[config.mk]
export PLATFORM = sky130hd
export DESIGN_NAME = fetch_redirect_unit
export DESIGN_NICKNAME = d
export VERILOG_FILES = /design/src/rtl/fetch_redirect_unit.sv
export SDC_FILE = /design/constraint.sdc
export NUM_CORES = 1
export LEC_CHECK = 0
export CORE_MARGIN = 1
export CORE_UTILIZATION = 40
export CTS_CLUSTER_DIAMETER = 50
export DETAILED_ROUTE_END_ITERATION = 10
export PLACE_DENSITY = 0.7
export SYNTH_ARGS = -nofsm -noshare
export SYNTH_HDL_FRONTEND = slang
export SYNTH_SLANG_ARGS = --single-unit
[constraint.sdc]
create_clock -name clk_i -period 5 [get_ports clk_i]
set_clock_uncertainty 0.05 [all_clocks]
set_input_delay 0.5 -clock clk_i [delete_from_list [all_inputs] [get_ports clk_i]]
set_output_delay 0.5 -clock clk_i [all_outputs]
set_load 0.05 [all_outputs]
[src/rtl/fetch_redirect_unit.sv]
// Instruction-fetch sequencer: owns the PC, issues one-outstanding fetches to
// instruction memory and turns jump/branch redirects into new fetch addresses.
module fetch_redirect_unit #(
   parameter logic [31:0] RESET_PC = 32'h0000_0000
) (
   input  logic        clk_i,
   input  logic        rst_ni,
   input  logic        stall_i,
   input  logic [31:0] redirect_pc_i,
   input  logic        jump_reg_en_i,
   input  logic [31:0] jump_reg_i,
   input  logic        jump_en_i,
   input  logic [27:0] jump_target_i,
   input  logic        branch_en_i,
   input  logic [15:0] branch_offset_i,
   output logic        imem_req_o,
   output logic [31:0] imem_addr_o,
   input  logic        imem_ack_i,
   input  logic [31:0] imem_data_i,
   output logic        instr_valid_o,
   output logic [31:0] instr_o,
   output logic [31:0] instr_pc_o
);

   typedef enum logic [1:0] {HOLD, REQ, SQUASH} state_e;

   state_e      state_q, state_d;
   logic [31:0] pc_q, pc_d;
   logic [31:0] addr_q, addr_d;
   logic        valid_q, valid_d;
   logic [31:0] instr_q, instr_d;
   logic [31:0] instr_pc_q, instr_pc_d;

   logic        redirect;
   logic [31:0] base;
   logic [31:0] branch_off;
   logic [31:0] target;

   always_comb begin
      base       = redirect_pc_i + 32'd4;
      branch_off = {{14{branch_offset_i[15]}}, branch_offset_i, 2'b00};
      redirect   = jump_reg_en_i | jump_en_i | branch_en_i;
      if (jump_reg_en_i)  target = jump_reg_i;
      else if (jump_en_i) target = {base[31:28], jump_target_i};
      else                target = base + branch_off;
   end

   // NOTE: every always_comb output gets a default first so no path leaves it
   // unassigned; otherwise synthesis infers a latch.
   always_comb begin
      state_d    = state_q;
      pc_d       = pc_q;
      addr_d     = addr_q;
      valid_d    = valid_q;
      instr_d    = instr_q;
      instr_pc_d = instr_pc_q;

      if (valid_q && !stall_i) valid_d = 1'b0;

      unique case (state_q)
         HOLD: begin
            if (!redirect && (!valid_q || !stall_i)) begin
               state_d = REQ;
               addr_d  = pc_q;
            end
         end
         REQ: begin
            if (imem_ack_i) begin
               state_d = HOLD;
               if (!redirect) begin
                  instr_d    = imem_data_i;
                  instr_pc_d = addr_q;
                  valid_d    = 1'b1;
                  pc_d       = addr_q + 32'd4;
               end
            end else if (redirect) begin
               state_d = SQUASH;
            end
         end
         SQUASH: begin
            // The stale fetch must still complete before the bus is reused.
            if (imem_ack_i) state_d = HOLD;
         end
         default: state_d = HOLD;
      endcase

      if (redirect) begin
         pc_d    = target;
         valid_d = 1'b0;
      end
   end

   // NOTE: sequential state uses non-blocking assignments so every register
   // samples the pre-edge values regardless of statement order.
   always_ff @(posedge clk_i or negedge rst_ni) begin
      if (!rst_ni) begin
         state_q    <= HOLD;
         pc_q       <= RESET_PC;
         addr_q     <= RESET_PC;
         valid_q    <= 1'b0;
         instr_q    <= 32'h0;
         instr_pc_q <= 32'h0;
      end else begin
         state_q    <= state_d;
         pc_q       <= pc_d;
         addr_q     <= addr_d;
         valid_q    <= valid_d;
         instr_q    <= instr_d;
         instr_pc_q <= instr_pc_d;
      end
   end

   assign imem_req_o    = (state_q == REQ) || (state_q == SQUASH);
   assign imem_addr_o   = addr_q;
   assign instr_valid_o = valid_q;
   assign instr_o       = instr_q;
   assign instr_pc_o    = instr_pc_q;

endmodule
# Yosys cells after proc, flatten, opt, wreduce, memory -nomap -nowiden
# Index checks and enable logic that the tools add are counted.
[op_classes]
n_mux = 14
n_eq_ne = 5
bitwise = 3
n_reduce_logical = 14
n_addsub = 3
[ops]
columns = ["cell", "count"]
rows = [
  ["$mux W32", 5],
  ["$add A32 B3 Y32 const B", 2],
  ["$add A32 B32 Y32", 1],
  ["$mux W2", 4],
  ["$pmux W2 S3", 1],
  ["$reduce_and A3 Y1", 2],
  ["$mux W1", 4],
  ["$ne A2 B2 Y1 const B", 2],
  ["$reduce_and A2 Y1", 2],
  ["$reduce_bool A2 Y1", 2],
  ["$logic_not A1 Y1", 3],
  ["$ne A3 B3 Y1 const B", 1],
  ["$eq A2 B1 Y1 const B", 1],
  ["$eq A2 B2 Y1 const B", 1],
  ["$logic_and A1 B1 Y1", 2],
  ["$logic_not A2 Y1", 1],
  ["$logic_or A1 B1 Y1", 2],
  ["$or A1 B1 Y1", 2],
  ["$not A1 Y1", 1],
]
[word_totals]
word_cells = 45
out_inout_bits = 98
inputBits = 147
regBits = 131

# Logic depth before layout (Yosys ltp)
# Gate-level depths: netlist of run 1.
[depth]
depth_word = 6
ltp_mapped = 16
mapped_depth_nobuf = 14

# Worst setup path before layout of run 1
# OpenSTA, ideal clock, no wires.
[synth_path]
kind = "input to register"
from = "input redirect_pc_i[7]"
to = "register pc_q[31]"
path_slack_ns = 1.499
setup_ns = 0.104
t_arrival_ns = 3.348
t_required_ns = 4.846
path_stages = 14
n_path_buf = 1
path_cell_list = "nand4_2 -> or3_1 -> buf_6 -> nor3_1 -> xor2_1 -> ha_1 -> a21o_1 -> a31o_2 -> a211oi_1 -> o211ai_1 -> a21oi_1 -> o31ai_4 -> mux2_4 -> o311ai_1"
[synth_between]
elab_chain_len = 5
[synth_rtl]
columns = ["element", "line_no", "text"]
rows = [
  ["start, declared", "9", "input logic [31:0] redirect_pc_i,"],
  ["$add A32 B3 Y32 (*)", "40", "base = redirect_pc_i + 32'd4;"],
  ["$add A32 B32 Y32", "45", "else target = base + branch_off;"],
  ["$mux W32 (*)", "44", "else if (jump_en_i) target = {base[31:28], jump_target_i};"],
  ["$mux W32 (*)", "43", "if (jump_reg_en_i) target = jump_reg_i;"],
  ["$mux W32 (*)", "87", "if (redirect) begin"],
  ["end signal, assigned", "105", "pc_q <= pc_d;"],
  ["end, declared", "28", "logic [31:0] pc_q, pc_d;"],
]
# Every way passes the cells marked *; elsewhere a longest branch is shown, timed or not.
# A chain may end at the register's enable or synchronous reset.

# Worst setup path in the final report of run 1
[layout_path]
from = "input redirect_pc_i[6]"
to = "register pc_q[31]"
# The elaborated chain is that of the path after synthesis.

==> results of run 1 <==
==> synth_stat cells, types with 3 or more instances <==
| cell type | instances |
|---|---|
| a211o_1 | 3 |
| a211oi_1 | 9 |
| a21o_1 | 16 |
| a21oi_1 | 62 |
| a221o_1 | 3 |
| a221oi_1 | 4 |
| a222oi_1 | 8 |
| a22oi_1 | 7 |
| a31oi_1 | 4 |
| and2_1 | 8 |
| and3_1 | 13 |
| and4_1 | 9 |
| buf_1 | 7 |
| clkbuf_1 | 26 |
| dfrtp_1 | 131 |
| ha_1 | 39 |
| inv_1 | 11 |
| mux2_2 | 96 |
| mux2i_1 | 5 |
| nand2_1 | 61 |
| nand3_1 | 36 |
| nand4_1 | 13 |
| nor2_1 | 46 |
| nor2b_1 | 4 |
| nor3_1 | 11 |
| o2111ai_1 | 4 |
| o211ai_1 | 8 |
| o21a_1 | 3 |
| o21ai_0 | 41 |
| o21bai_1 | 4 |
| o221ai_1 | 6 |
| o22ai_1 | 6 |
| o31ai_1 | 3 |
| or3_1 | 3 |
| xnor2_1 | 47 |
| xor2_1 | 27 |
==> registers in the layout, indices dropped and copies added (netlist names) <==
name / count
imem_addr_o: 32
instr_o: 32
instr_pc_o: 32
pc_q: 32
state_q: 2
instr_valid_o: 1
==> report_power, final <==
part,internal (uW),total (uW),leakage [uW],switching (uW)
registers,1440,1810,0.00165,368
logic,1170,3030,0.00295,1860
clock network,788,1280,0.000291,489
total,3400,6120,0.00489,2720
==> how the worst max path moves through the flow <==
stage / end / cells past startpoint / start
5_1_grt: pc_q[31] / 15 / redirect_pc_i[6]
3_3_place_gp: pc_q[31] / 14 / redirect_pc_i[6]
4_1_cts: pc_q[31] / 15 / redirect_pc_i[6]
3_5_place_dp: pc_q[31] / 15 / redirect_pc_i[6]
2_1_floorplan: pc_q[31] / 14 / redirect_pc_i[7]
6_report: pc_q[31] / 15 / redirect_pc_i[6]
==> per-stage QoR <==
step                area (um^2)  util (%)
global route              11500      57.0
global placement          10900      54.0
detailed placement        10900      54.0
finish                    11500      57.0
floorplan                  8250         -
CTS                       11500      57.0
==> layout make-up <==
| cell class | instances | area, um^2 |
|---|---|---|
| clock buffers | 17 | 425 |
| clock inverters | 15 | 183 |
| fillers | 1781 | 8690 |
| inverters | 11 | 41.3 |
| multi-input cells | 641 | 4780 |
| flip-flops and latches | 131 | 3280 |
| well taps | 270 | 338 |
| repair buffers | 251 | 2500 |
==> cell families after synthesis <==
kind of cell               Yosys count
and+or+nand+nor                    220
DFF                                131
buffers and inverters               47
muxes                              102
AOI/OAI and AO/OA                  204
adders and majority gates           40
xor gates and xnor gates            75
==> metal layers <==
layer,vias to the layer above,GRT usage (%)
li1,3518,-
met1,3516,33.2
met2,334,38.3
met3,29,4.39
met4,0,7.58
met5,-,0
==> cells in the final DEF (no fill, tap or decap), types with 8 or more instances in the layout <==
cell,netlist,layout
a211oi_1,9,9
a21o_1,16,16
a21oi_1,62,62
a222oi_1,8,8
and2_1,8,8
and3_1,13,13
and4_1,9,9
clkbuf_16,0,17
clkdlybuf4s50_1,0,243
dfrtp_1,131,131
ha_1,39,39
inv_1,11,11
mux2_2,96,96
nand2_1,61,60
nand3_1,36,36
nand4_1,13,13
nor2_1,46,46
nor3_1,11,10
o211ai_1,8,8
o21ai_0,41,41
xnor2_1,47,47
xor2_1,27,27
==> results by group, run 1 <==
Floorplanning
  • Core area: a little over 20000 um^2
  • DIE WIDTH: ~150 um
  • Die area: about 21000 um^2
  • Starting Density: 40.8%
  • IO Pins: 245
  • Site row count: 52
  • Die H: 146 um

Timing
  • Highest clock rate: roughly 250 MHz
  • Setup repair after global routing missed its margin: no
  • WHS: between 100 and 150 ps
  • Actual transition at the worst max-transition pin: 1060 ps
  • Post-layout min period: just under 4000 ps
  • Final Hold Fails: 0
  • Final slew viol count: 0
  • Setup TNS: 0 ps
  • Final WS setup: roughly 1000 ps
  • Period utilisation layout: 79.4%
  • Normalized max-slew margin: approximately 29%
  • Setup violations, final: 0

Placement
  • Port buffer count: approximately 240
  • Placed cell count: around 1300
  • Dpl hpwl: 19000 um
  • Place WS: approximately 580 ps
  • GPL Wtd Cong: around 0.87

Drt
  • Drt initial violations: approximately 460
  • Via count: 7397
  • Residual DRC count: 0
  • Met3 wire length: 1720 um
  • Router iterations before antenna repair: 5
  • Top Layer Used: met4
  • Met1 WL: ~11000 um
  • Final wirelength: 25200 um
  • Met2 WL: roughly 12000 um
  • Vias per Instance: ~5.5
  • Routed len/inst: around 19 um
  • Antenna Violating Nets Remaining: 0

Logic synthesis
  • #FFs+latches synth: around 130
  • Prevailing post-synth register cell: dfrtp_1
  • Syn_nets: 1006
  • Post-synth EDFFs: 0
  • Yosys warns: 0
  • Sequential element share of the synthesized area: ~40%
  • Synth Area in Simple Gates: 13.5%
  • Mux cell area share after synthesis: around 14%
  • Compound-Gate Fraction of Synth Area: around 16%
  • Synthesized area per cell: approximately 10 um^2
  • Synth top area share: roughly 40%
  • Xor-xnor portion of the synthesized cell area: 8.05%
  • Leading area contributor after synthesis: dfrtp_1
  • Largest family of logic cells by synthesized area: compound AO/OA/AOI/OAI gates
  • Unique masters post-synth: 64
  • Post-Syn Area: about 8200 um^2
  • Asr flop ratio synth: between 90% and 100%
  • Synthesized-area fraction occupied by adder cells: between 6 and 7%
  • Area contributors post-synth: dfrtp_1 (40%), mux2_2 (13%), ha_1 (5.9%)
  • Post-Syn Instances: ~800

Clocking
  • H-tree Lvls: 4
  • Hold Buf Count CTS: 0
  • Setup Buffers After CTS: 0
  • Total CTS buffers: 17
  • Clock transition at path regs: about 60 ps
  • Clk sink count: between 100 and 150
  • Worst skew pair latency: about 420 ps
  • Clk buf depth: 2
  • Post-cts sizing count: 0
  • CTS tree: yes
  • Root buf cell: clkbuf_16

Setup path
  • Worst r2r path cells: 7
  • CP max-delay cell: clkdlybuf4s50_1
  • RR Startpoint: state_q[1]
  • Critical path endpoint category: register
  • Crit start category: input pin
  • R2R Path End: pc_q[12]
  • Required time of the critical path: about 5300 ps
  • Critical path data arrival time: 4250 ps
  • Critical path's largest stage delay: about 570 ps
  • Critical path fanouts, max: 8
  • R2R Setup Slk: approximately 2300 ps
  • Crit path kind: input pin to register
  • Crit-path cells: clkdlybuf4s50_1 > nand4_2 > or3_1 > nor2_1 > nand2_1 > xnor2_1 > ha_1 > a21o_1 > a31o_2 > a211oi_1 > o211ai_1 > a21oi_1 > o31ai_4 > mux2_4 > o311ai_1
  • Buf+Inv Stages, Crit Path: 1
  • CP top delay family: compound AO/OA/AOI/OAI gates

GRT
  • Initial antenna violation count: 0
  • Largest net degree at the start of global routing: 95
  • Gr usage total: between 20% and 30%
  • Total gr overflow: 0
  • Vias in the first global route: just over 7000
  • First-pass GRT wire length: 39700 um

Final layout
  • Fin nets: between 1000 and 1500
  • Fin cells: 1336
  • N_diodes: 0
  • Area grow syn2layout: 39.9%
  • Share of layout cells above drive strength 1: between 10% and 20%

Power
  • Max VDD drop: around 0.27 mV
  • Pwr Total: slightly above 6000 uW
  • Pwr Density: approximately 530 nW/um^2
  • Static Leak: 0.00489 uW

Run
  • Maxcap violations: 0

Min path
  • Hold Path Class: input pin to asynchronous set/reset pin

Outcome
  • Status: completed
No activity file was read; power rests on OpenSTA's default activity.
==> run 2: changes to the inputs <==
PLACE_DENSITY = 0.72   (was 0.7)
clock period = 3.56 ns   (was 5 ns; I/O delays follow)
==> run 2 against run 1 <==
Count of clock-buffer cells in the layout up 2. Critical path depth rose by 2. Non-clock buffer count rose by 121. Routed wire length grew 3.9%. First-iteration DRC count is 2.6% higher. Die area did not move. Critical path type unchanged. Critical endpoint unchanged. Largest cell class unchanged.
==> results by group, run 2 (synthesis results as in run 1) <==
Drt
  • Via count: ~7900
  • Drt initial violations: 475
  • Antenna Violating Nets Remaining: 0
  • Routed len/inst: 18.0 um
  • Final wirelength: about 26000 um
  • Router iterations before antenna repair: 5
  • Vias per Instance: roughly 5.4
  • Residual DRC count: 0

Outcome
  • Status: completed

Timing
  • WHS: 41.2 ps
  • Post-layout min period: about 3500 ps
  • Highest clock rate: roughly 290 MHz
  • Period utilisation layout: between 90% and 100%
  • Normalized max-slew margin: a little over 30%
  • Final WS setup: approximately 53 ps
  • Setup violations, final: 0
  • Actual transition at the worst max-transition pin: 1040 ps
  • Final slew viol count: 0
  • Setup repair after global routing missed its margin: yes
  • Final Hold Fails: 0

Clocking
  • CTS tree: yes
  • Clk buf depth: 2
  • Clock transition at path regs: 60 ps
  • Clk sink count: roughly 130
  • Hold Buf Count CTS: 0
  • H-tree Lvls: 4
  • Worst skew pair latency: 410 ps
  • Total CTS buffers: 17
  • Root buf cell: clkbuf_16

Final layout
  • Fin nets: around 1400
  • Finished Cell Area: around 13000 um^2
  • Commonest non-fill, non-tap cell in the layout: clkdlybuf4s50_1
  • Fill cells: approximately 1700
  • Most frequent cells in the layout: clkdlybuf4s50_1 (241), dfrtp_1 (131), buf_4 (127)
  • Share of layout cells above drive strength 1: between 20% and 30%
  • Fin cells: roughly 1500
  • Fin util: ~62%
  • N_diodes: 0
  • Area grow syn2layout: 52.6%

GRT
  • Initial antenna violation count: 0
  • Met3 usage: under 10%
  • Total gr overflow: 0
  • Busiest grt layer: met2
  • Met2 Resource Use GR: between 40% and 50%
  • Met1 usage: 32.9%
  • Gr usage total: 24.7%
  • Vias in the first global route: 7787
  • First-pass GRT wire length: 41300 um
  • Largest net degree at the start of global routing: between 100 and 150

Placement
  • Port buffer count: 244
  • Placed cell count: ~1400
  • Dpl hpwl: between 20000 and 25000 um
  • GPL Wtd Cong: ~0.87
  • Placed Area: 11800 um^2
  • Place WS: -440 ps

Floorplanning
  • IO Pins: 245
  • Starting Density: between 40% and 50%
  • Die H: 146 um
  • DIE WIDTH: 146 um
  • Core area: 20200 um^2
  • Die area: roughly 21000 um^2
  • Site row count: between 50 and 60

Power
  • Sw frac: 43.8%
  • Int Power: about 4900 uW
  • NetSw: slightly below 4000 uW
  • Max VDD drop: about 0.42 mV
  • Static Leak: 0.00554 uW
  • Combinational share of power: 50.6%
  • Flop pwr share: roughly 29%
  • Clk pwr share: roughly 20%
  • Pwr Density: 697 nW/um^2

Setup path
  • Critical path fanouts, max: 5
  • Crit start category: input pin
  • CP top delay family: simple AND/OR/NAND/NOR gates
  • Crit path kind: input pin to register
  • Buf+Inv Stages, Crit Path: 3
  • CP most frequent cell: a21oi_2
  • R2R Setup Slk: 830 ps
  • Critical path data arrival time: around 3800 ps
  • Critical path's largest stage delay: 490 ps
  • CP max-delay cell: clkdlybuf4s50_1
  • Crit-path cells: clkdlybuf4s50_1 > nand4_2 > or3_4 > buf_6 > nor3_4 > nand4_1 > xnor2_1 > ha_1 > a21oi_2 > o21bai_1 > a21oi_2 > o211ai_1 > a21oi_1 > buf_4 > o31ai_4 > mux2_4 > o311ai_2
  • Critical path endpoint category: register
  • Required time of the critical path: approximately 3800 ps

Min path
  • Hold Path Class: input pin to asynchronous set/reset pin

Run
  • Maxcap violations: 0
==> run 2: cell types whose count changed in the layout (fill, tap and decap cells not counted), moves of 3 or more <==
cell,before,now
a21oi_1,62,57
nand3_1,36,33
clkinv_4,4,1
buf_4,7,127
nor3_1,10,7
a21oi_2,0,5
nand3_2,1,4
==> run 2: path summary, 6_finish.rpt <==
check | startpoint | to | cells past startpoint
worst max-delay path | redirect_pc_i[6] | pc_q[31] | 17
worst min-delay path | rst_ni | instr_pc_o[16] | 1
worst max register to register | imem_addr_o[3] | pc_q[28] | 8
worst min register to register | instr_o[15] | instr_o[15] | 1
max in group asynchronous | rst_ni | pc_q[8] | 2
min in group clk_i | instr_o[15] | instr_o[15] | 1
==> run 2: worst reg2reg max path, stage by stage (launching register included) <==
cell	delay [ps]
dfrtp_1	550
ha_1	320
and3_1	360
and4_1	420
nand3_1	150
xnor2_1	140
a221oi_1	320
o22ai_1	130
a21o_1	190
==> run 2: cell type report <==
class                      instances  area (um^2)  share of cell area [%]
inverter                          11         41.3                   0.328
multi-input combinational        641         4910                    39.0
sequential                       131         3280                    26.0
tap                              270          338                    2.68
timing repair buffer             372         3410                    27.1
clock buffer                      19          453                    3.60
clock inverter                    13          158                    1.25
==> run 2: layer usage <==
layer  vias up  part of all wire [%]
met5         -                     0
met4         0                   2.3
met3        47                   6.3
met2       365                    48
met1      3750                    44
li1       3744                     -
==> run 2: power groups by stage <==
stage / logic [uW] / clock network, uW / registers, uW
4_1_cts: 4430 / 1810 / 2540
2_1_floorplan: 1160 / 0 / 4080
6_report: 4440 / 1790 / 2550
5_1_grt: 4640 / 1880 / 2630
3_5_place_dp: 4410 / 0 / 2570
3_3_place_gp: 4370 / 0 / 2530
==> run 2: timing repair <==
| action | 4_1_cts | 5_1_grt |
|---|---|---|
| pin swaps | 0 | 14 |
| gates resized for setup | 1 | 30 |
| endpoints found under the setup margin | 1 | 16 |
| hold endpoints to repair | 0 | 0 |
| cloned | 0 | 0 |
| buffers inserted | 0 | 2 |
==> run 2: stage by stage <==
stage	TNS, ps	total power [uW]
floorplan	0	5240
global placement	-2770	6900
detailed placement	-3910	6980
CTS	0	8780
global route	-326	9150
finish	0	8780
